`src/rtl/sprite_compositor.sv`:
```
// Sprite compositor: per-sprite movement and hit test in sprite_lane, with a two-stage pix_en pipeline for ROM addressing and priority compositing.
// Optional collision detection is built only when SPRITE_COLLISION_EN is defined.
module sprite_lane #(
    parameter int LANE        = 0,
    parameter int SPRITE_SIZE = 64,
    parameter int SCREEN_W    = 640,
    parameter int SCREEN_H    = 480,
    parameter int STEP        = 3,
    parameter int ADDR_W      = 12
) (
    input  logic              clk,
    input  logic              reset,
    input  logic              frame_end_i,
    input  logic              pix_en_i,
    input  logic [9:0]        x_i,
    input  logic [9:0]        y_i,
    input  logic              up_i,
    input  logic              down_i,
    input  logic              left_i,
    input  logic              right_i,
    input  logic              vis_i,
    output logic [9:0]        pos_x_o,
    output logic [9:0]        pos_y_o,
    output logic              hit_o,
    output logic [ADDR_W-1:0] addr_o
);
    localparam int          HALF   = ADDR_W / 2;
    localparam logic [10:0] STEP11 = 11'(STEP);
    localparam logic [10:0] SIZE11 = 11'(SPRITE_SIZE);
    localparam logic [10:0] MAX_X  = 11'(SCREEN_W - SPRITE_SIZE);
    localparam logic [10:0] MAX_Y  = 11'(SCREEN_H - SPRITE_SIZE);

    logic [9:0]        pos_x_q, pos_y_q, pos_x_d, pos_y_d;
    logic              hit_q, hit_d;
    logic [ADDR_W-1:0] addr_q, addr_d;
    logic [10:0]       x11, y11, px11, py11;

    // Opposing requests cancel; moves saturate at both screen edges.
    function automatic logic [9:0] step_axis(input logic [9:0] p, input logic dec,
                                             input logic inc, input logic [10:0] maxv);
        logic [10:0] w;
        w = {1'b0, p};
        if (inc && !dec)
            w = (w + STEP11 > maxv) ? maxv : w + STEP11;
        else if (dec && !inc)
            w = (w >= STEP11) ? w - STEP11 : 11'd0;
        return 10'(w);
    endfunction

    always_comb begin
        x11     = {1'b0, x_i};
        y11     = {1'b0, y_i};
        px11    = {1'b0, pos_x_q};
        py11    = {1'b0, pos_y_q};
        pos_x_d = step_axis(pos_x_q, left_i, right_i, MAX_X);
        pos_y_d = step_axis(pos_y_q, up_i, down_i, MAX_Y);
        hit_d   = vis_i && (x11 >= px11) && (x11 < px11 + SIZE11)
                        && (y11 >= py11) && (y11 < py11 + SIZE11);
        addr_d  = hit_d ? {HALF'(y11 - py11), HALF'(x11 - px11)} : '0;
    end

    always_ff @(posedge clk) begin
        if (reset) begin
            pos_x_q <= 10'(LANE * SPRITE_SIZE);
            pos_y_q <= '0;
            hit_q   <= 1'b0;
            addr_q  <= '0;
        end else begin
            if (frame_end_i) begin
                pos_x_q <= pos_x_d;
                pos_y_q <= pos_y_d;
            end
            if (pix_en_i) begin
                hit_q  <= hit_d;
                addr_q <= addr_d;
            end
        end
    end

    assign pos_x_o = pos_x_q;
    assign pos_y_o = pos_y_q;
    assign hit_o   = hit_q;
    assign addr_o  = addr_q;
endmodule

module sprite_compositor #(
    parameter int                 NUM_SPRITES     = 2,
    parameter int                 SPRITE_SIZE     = 64,
    parameter int                 SCREEN_W        = 640,
    parameter int                 SCREEN_H        = 480,
    parameter int                 STEP            = 3,
    parameter int                 COLOR_W         = 12,
    parameter logic [COLOR_W-1:0] TRANSPARENT_KEY = 12'hF0F
) (
    input  logic                                                  clk,
    input  logic                                                  reset,
    input  logic                                                  pix_en,
    input  logic                                                  active,
    input  logic                                                  frame_end,
    input  logic [9:0]                                            x,
    input  logic [9:0]                                            y,
    input  logic [NUM_SPRITES-1:0]                                mv_up,
    input  logic [NUM_SPRITES-1:0]                                mv_down,
    input  logic [NUM_SPRITES-1:0]                                mv_left,
    input  logic [NUM_SPRITES-1:0]                                mv_right,
    input  logic [NUM_SPRITES-1:0]                                spr_vis,
    output logic [NUM_SPRITES*2*$clog2(SPRITE_SIZE)-1:0]          spr_addr,
    input  logic [NUM_SPRITES*COLOR_W-1:0]                        spr_color,
    input  logic [COLOR_W-1:0]                                    bg_color,
    output logic [NUM_SPRITES*10-1:0]                             pos_x,
    output logic [NUM_SPRITES*10-1:0]                             pos_y,
    output logic [COLOR_W-1:0]                                    rgb,
    output logic                                                  collide
);
    localparam int ADDR_W = 2 * $clog2(SPRITE_SIZE);

    logic [NUM_SPRITES-1:0] hit_q;
    logic [NUM_SPRITES-1:0] opaque;
    logic                   act_q;
    logic [COLOR_W-1:0]     rgb_q, rgb_d, pick;

    for (genvar i = 0; i < NUM_SPRITES; i++) begin : g_lane
        sprite_lane #(
            .LANE(i), .SPRITE_SIZE(SPRITE_SIZE), .SCREEN_W(SCREEN_W),
            .SCREEN_H(SCREEN_H), .STEP(STEP), .ADDR_W(ADDR_W)
        ) u_lane (
            .clk(clk), .reset(reset), .frame_end_i(frame_end), .pix_en_i(pix_en),
            .x_i(x), .y_i(y),
            .up_i(mv_up[i]), .down_i(mv_down[i]), .left_i(mv_left[i]), .right_i(mv_right[i]),
            .vis_i(spr_vis[i]),
            .pos_x_o(pos_x[i*10 +: 10]), .pos_y_o(pos_y[i*10 +: 10]),
            .hit_o(hit_q[i]), .addr_o(spr_addr[i*ADDR_W +: ADDR_W])
        );
    end

    // Walk from the highest index down so the lowest-index opaque sprite wins.
    always_comb begin
        pick = bg_color;
        for (int i = NUM_SPRITES - 1; i >= 0; i--) begin
            opaque[i] = hit_q[i] && (spr_color[i*COLOR_W +: COLOR_W] != TRANSPARENT_KEY);
            if (opaque[i]) pick = spr_color[i*COLOR_W +: COLOR_W];
        end
        rgb_d = act_q ? pick : '0;
    end

    always_ff @(posedge clk) begin
        if (reset) begin
            act_q <= 1'b0;
            rgb_q <= '0;
        end else if (pix_en) begin
            act_q <= active;
            rgb_q <= rgb_d;
        end
    end

    assign rgb = rgb_q;

`ifdef SPRITE_COLLISION_EN
    logic multi, overlap_now, sticky_q, collide_q;

    // More than one bit set in opaque means at least two sprites overlap here.
    assign multi       = |(opaque & (opaque - 1'b1));
    assign overlap_now = pix_en && multi;

    always_ff @(posedge clk) begin
        if (reset) begin
            sticky_q  <= 1'b0;
            collide_q <= 1'b0;
        end else if (frame_end) begin
            collide_q <= sticky_q | overlap_now;
            sticky_q  <= 1'b0;
        end else if (overlap_now) begin
            sticky_q  <= 1'b1;
        end
    end

    assign collide = collide_q;
`else
    assign collide = 1'b0;
`endif
endmodule

```
`config.mk`:
```
export PLATFORM = sky130hd
export DESIGN_NAME = sprite_compositor
export DESIGN_NICKNAME = d
export VERILOG_FILES = /design/src/rtl/sprite_compositor.sv
export SDC_FILE = /design/constraint.sdc
export NUM_CORES = 1
export LEC_CHECK = 0
export CORE_MARGIN = 1
export CORE_UTILIZATION = 53
export DETAILED_ROUTE_END_ITERATION = 12
export MAX_ROUTING_LAYER = met4
export PLACE_DENSITY = 0.82
export SKIP_LAST_GASP = 1
export SYNTH_ARGS = -nofsm -noshare
export SYNTH_HDL_FRONTEND = slang
export SYNTH_SLANG_ARGS = --single-unit
```
`constraint.sdc`:
```
create_clock -name clk -period 3.35 [get_ports clk]
set_clock_uncertainty 0.2 [all_clocks]
set_input_delay 0.67 -clock clk [delete_from_list [all_inputs] [get_ports clk]]
set_output_delay 0.67 -clock clk [all_outputs]
set_load 0.02 [all_outputs]
```
Word level (Yosys, flattened, before mapping)
Cells that the tools add are included.
- register bits after elaboration: 79
- input port bits: 71
- output and inout bits: 77
- word-level logic and storage cells: 99
- $add $sub $neg: 16
- $lt $le $gt $ge: 16
- eq/ne operators: 2
- multiplexer cells: 21
- reduce and logical (&&, ||, !) cells: 34
- operators by type and width (kind ; count):
    10-bit 2-to-1 mux ; 16
    12-bit 2-to-1 mux ; 5
    10-bit by 2-bit adder with 11-bit output, second input constant ; 4
    10-bit by 7-bit adder with 11-bit output, second input constant ; 4
    10-bit by 11-bit < comparator with 1-bit output ; 4
    10-bit >= comparator ; 4
    10-bit by 2-bit >= comparator with 1-bit output, second input constant ; 4
    10-bit by 2-bit subtractor with 10-bit output, second input constant ; 4
    12-bit inequality test, second input constant ; 2
    6-bit subtractor ; 4
    11-bit by 10-bit > comparator with 1-bit output, second input constant ; 2
    11-bit by 9-bit > comparator with 1-bit output, second input constant ; 2
    1-bit logical AND ; 18
    1-bit zero test ; 8
    2-bit AND reduction ; 4
    2-bit nonzero test ; 4

Logic depth before layout (Yosys ltp)
- depth in word-level cells: 6
- mapped depth: 13

By module
A second synthesis with hierarchy kept.
- cells, all modules: 982
- area, all modules: 7697.4 um^2
- modules (own cells, without submodules) (module ; instances ; cells each ; area an instance (um^2) ; seq. area each (um^2)):
    sprite_lane (g_lane[0].u_lane) ; 1 ; 450 ; 3490.8 ; 660.6
    sprite_lane (g_lane[1].u_lane) ; 1 ; 425 ; 3308.2 ; 660.6
    sprite_compositor ; 1 ; 107 ; 898.4 ; 260.2

Least setup slack after synthesis
OpenSTA, ideal clock, no wires.
- path kind: flip-flop to flip-flop
- start: reg g_lane[1].u_lane.pos_x_q[6]
- end: reg g_lane[1].u_lane.addr_q[10]
- setup time: 0.059 ns
- arrival time: 2.730 ns
- data required time: 3.091 ns
- path slack: 0.361 ns
- stages on the path, launching flop included: 14
- buffers on the path: 2
- path through: dfxtp_1 -> clkbuf_1 -> inv_1 -> ha_1 -> inv_1 -> ha_1 -> a21o_1 -> a21oi_1 -> a31oi_1 -> nor4b_1 -> nand4_1 -> a21oi_1 -> buf_2 -> a22o_1
- word-level cells in the longest chain between the ends: 6
- elaborated cells between the ends (all ways): 8
- classes of those cells: add/sub: 1; order compare: 2; mux: 1; reduce/logical: 4
- RTL lines (what ; RTL line ; text):
    start: declaration ; 33 ; logic [9:0] pos_x_q, pos_y_q, pos_x_d, pos_y_d;
    start signal: assignment ; 64 ; pos_x_q <= 10'(LANE * SPRITE_SIZE);
    start signal: assignment ; 70 ; pos_x_q <= pos_x_d;
    10-bit by 7-bit adder with 11-bit output / 10-bit >= comparator (equally long branches) ; 57 ; hit_d = vis_i && (x11 >= px11) && (x11 < px11 + SIZE11)
    10-bit by 11-bit < comparator with 1-bit output / 1-bit logical AND (equally long branches) ; 57 ;
    1-bit logical AND (*) ; 57 ;
    1-bit logical AND (*) (2 in a row) ; 58 ; && (y11 >= py11) && (y11 < py11 + SIZE11);
    12-bit 2-to-1 mux (*) ; 59 ; addr_d = hit_d ? {HALF'(y11 - py11), HALF'(x11 - px11)} : '0;
    end signal: assignment ; 75 ; addr_q <= addr_d;
    end: declaration ; 35 ; logic [ADDR_W-1:0] addr_q, addr_d;
Every way passes the cells marked *; elsewhere a longest branch is shown, timed or not.
A chain may end at the register's enable or synchronous reset.

Worst setup path in the final report
- start: in y[1]
- end: reg g_lane[1].u_lane.addr_q[1]
- word-level cells in the longest chain between the ends: 4
- elaborated cells between the ends (all ways): 5
- classes of those cells: order compare: 2; mux: 1; reduce/logical: 2
- RTL lines (what ; RTL line ; text):
    start: declaration ; 101 ; input logic [9:0] y,
    10-bit >= comparator ; 58 ;
    1-bit logical AND ; 58 ;
    1-bit logical AND (*) ; 58 ;
    12-bit 2-to-1 mux (*) ; 59 ;
Marks and branches as above.

==> flow_summary.ini <==
[outcome]
status = completed

[synth]
seq_area_frac_synth_pct = 21.4
syn_inst = 949
synth_edf_count = 0
syn-cell-area_mm2 = 0.00740
synth_common_cells = 85 x a21oi_1, 80 x ha_1, 79 x dfxtp_1, 69 x nor2_1, 67 x inv_1
yosysTopAreaCellShare_pct = 21.4
synthFlopType = dfxtp_1
yosysMostFrequentCell = a21oi_1
synth.distinct_cells = 84
ys_warn_count = 0
avgSynthCellArea_um2 = 7.80
synthTopCellsByArea = dfxtp_1 21%, ha_1 14%, a21oi_1 5.7%
synth-seq-cells = 79
synthArstFlopShare_pct = 0
synth_nets = 1104
yosys.area.top_type = dfxtp_1

[power_and_ir_drop]
leakage_uw = 0.00376
power.density_mw_per_mm2 = 422
peakVddDrop_mv = 0.288

[detailed_routing]
drtIter0Drc = 665
avgRoutedWirePerCell_um = 17.5
via_count = 7801
drc = 0
totalWireLength_um = 22400
dr.pass1.iters = 6
via_per_inst = 6.09
antenna_left = 0

[cts]
clkTransAtPathRegs_ns = 0.06
cts_buffer_depth = 2
worstSkewPairLatency_ns = 0.35
cts_tree = yes
cts_made_buffers = 9
cts.root.buffer_cell = clkbuf_16
clock_sinks = 79
htreeDepth = 3
post_cts_buffers = 0
hold_buffers = 0

[worst_setup_path]
path_cells = clkdlybuf4s50_1, ha_1, a21oi_1, o21bai_1, a221oi_1, o21ai_0, a21oi_4, a22o_1
arrival_ns = 3.19
critPathKind = in -> reg
cp_max_fo = 13
rrSetupSlack_ns = 0.30
cp-end-kind = flop
required_ns = 3.44
worst_setup_path_start_kind = input port
cpMaxStageDelayCell = clkdlybuf4s50_1
critPathMaxStageDelay_ns = 0.54

[placement]
port-buffer-count = 146
pre_cts_ws_ns = -0.369
dp_hpwl_um = 16900
gp_congestion = 0.972

[job]
max-cap-violations = 0

[final_layout]
regArea_mm2 = 0.00158
area_growth_pct = 29.1
drive_gt1_share_pct = 8.88
final_util_pct = 71.0
antennaDiodeCount = 0
fillers = 1131
finalNetCount = 1255
multi_input_area_mm2 = 0.00530

[worst_hold_path]
min-delay-path-class = reg -> reg

[grt]
grt_start_max_net_pins = 49
antenna_found_initial = 0
grt.total_usage_pct = 31.8
grt_pass1_vias = 7159
grt_overflow = 0
grt_pass1_wl_um = 35900

[die]
start_util_pct = 55.0
fp.dieArea_mm2 = 0.0144
ios = 148
die-width_um = 120
fp-row-count = 42
coreArea_mm2 = 0.0135
die_h_um = 120

[sta]
hold_violations = 0
tightest_slew_ns = 0.743
max_freq_mhz = 322
rsz0062_at_grt = false
whs_ns = 0.276
finalCritPeriodShare_pct = 92.7
slew_headroom_pct = 50.4
setup_ws_ns = 0.245
setup_violations = 0
period_needed_ns = 3.11
slew_viol_final = 0
## report_power, final
part | switching (uW) | total, uW | internal (uW)
combinational | 974 | 1760 | 789
clock | 414 | 1140 | 727
sequential | 125 | 1130 | 1000
total | 1510 | 4030 | 2520
## what timing repair did
action | CTS | global route
hold endpoints to repair | 0 | 0
gates resized for setup | 1 | 1
endpoints found under the setup margin | 12 | 12
## state kept, by name (all words and copies together) (netlist names)
register               cells
g_lane.u_lane.addr_o      24
rgb                       12
g_lane.u_lane.hit_o        2
g_lane.u_lane.pos_y_o     20
act_q                      1
g_lane.u_lane.pos_x_o     20
## stage by stage
step | cell area (um2) | setup TNS (ns) | cells | power [uW]
5_1_grt | 9560 | 0 | 1280 | 4270
3_5_place_dp | 9210 | -5.13 | 1265 | 2860
4_1_cts | 9550 | 0 | 1280 | 4020
2_1_floorplan | 7400 | 0 | 949 | 2300
3_3_place_gp | 9210 | -3.12 | 1265 | 2830
6_report | 9560 | 0 | 1280 | 4030
## cell families after synthesis
logic type	share of synthesized area, %
compound gates	28.4
xor+xnor	6.03
fa+ha+maj	14.6
buf+inv	7.40
flops	21.4
mux	1.62
other cells	0.0507
simple gates	20.5
## worst paths after layout
kind | startpoint | endpoint | cells after the start
worst max register to register | g_lane[0].u_lane.pos_x_o[1]$_SDFFE_PP0P_ | g_lane[0].u_lane.pos_x_o[4]$_SDFFE_PP0P_ | 8
worst min register to register | rgb[5]$_SDFFE_PP0P_ | rgb[5]$_SDFFE_PP0P_ | 2
worst min-delay path | rgb[5]$_SDFFE_PP0P_ | rgb[5]$_SDFFE_PP0P_ | 2
worst max-delay path | y[1] | g_lane[1].u_lane.addr_o[1]$_SDFFE_PP0P_ | 8
## final cells by class
class	count	share of cell area, %
multi-input combinational	741	55.4
tap	176	2.30
clock buffer	10	2.40
inverter	69	2.71
clock inverter	5	1.11
sequential	79	16.6
timing repair buffer	200	19.5
## cells in the final DEF (no fill, tap or decap), types with 30 or more instances in the layout
| cell | synthesis | layout |
|---|---|---|
| a21oi_1 | 85 | 84 |
| buf_4 | 8 | 54 |
| clkdlybuf4s50_1 | 0 | 145 |
| dfxtp_1 | 79 | 79 |
| ha_1 | 80 | 80 |
| inv_1 | 67 | 67 |
| nand2_1 | 52 | 52 |
| nor2_1 | 69 | 68 |
| nor3_1 | 30 | 30 |
| o21ai_0 | 46 | 46 |
| xnor2_1 | 43 | 43 |
## worst max-delay path, delay by kind of cell
kind            cells  cell delay, ns
compound gates      6            1.59
buf+inv             1            0.54
fa+ha+maj           1            0.38
## routing by layer
| metal | track usage, % | wire length [um] |
|---|---|---|
| met1 | 41.2 | 9620 |
| met2 | 50.3 | 10300 |
| met3 | 4.25 | 1880 |
| met4 | 12.4 | 578 |
| met5 | - | 0 |
Power figures use the tool's default switching activity.
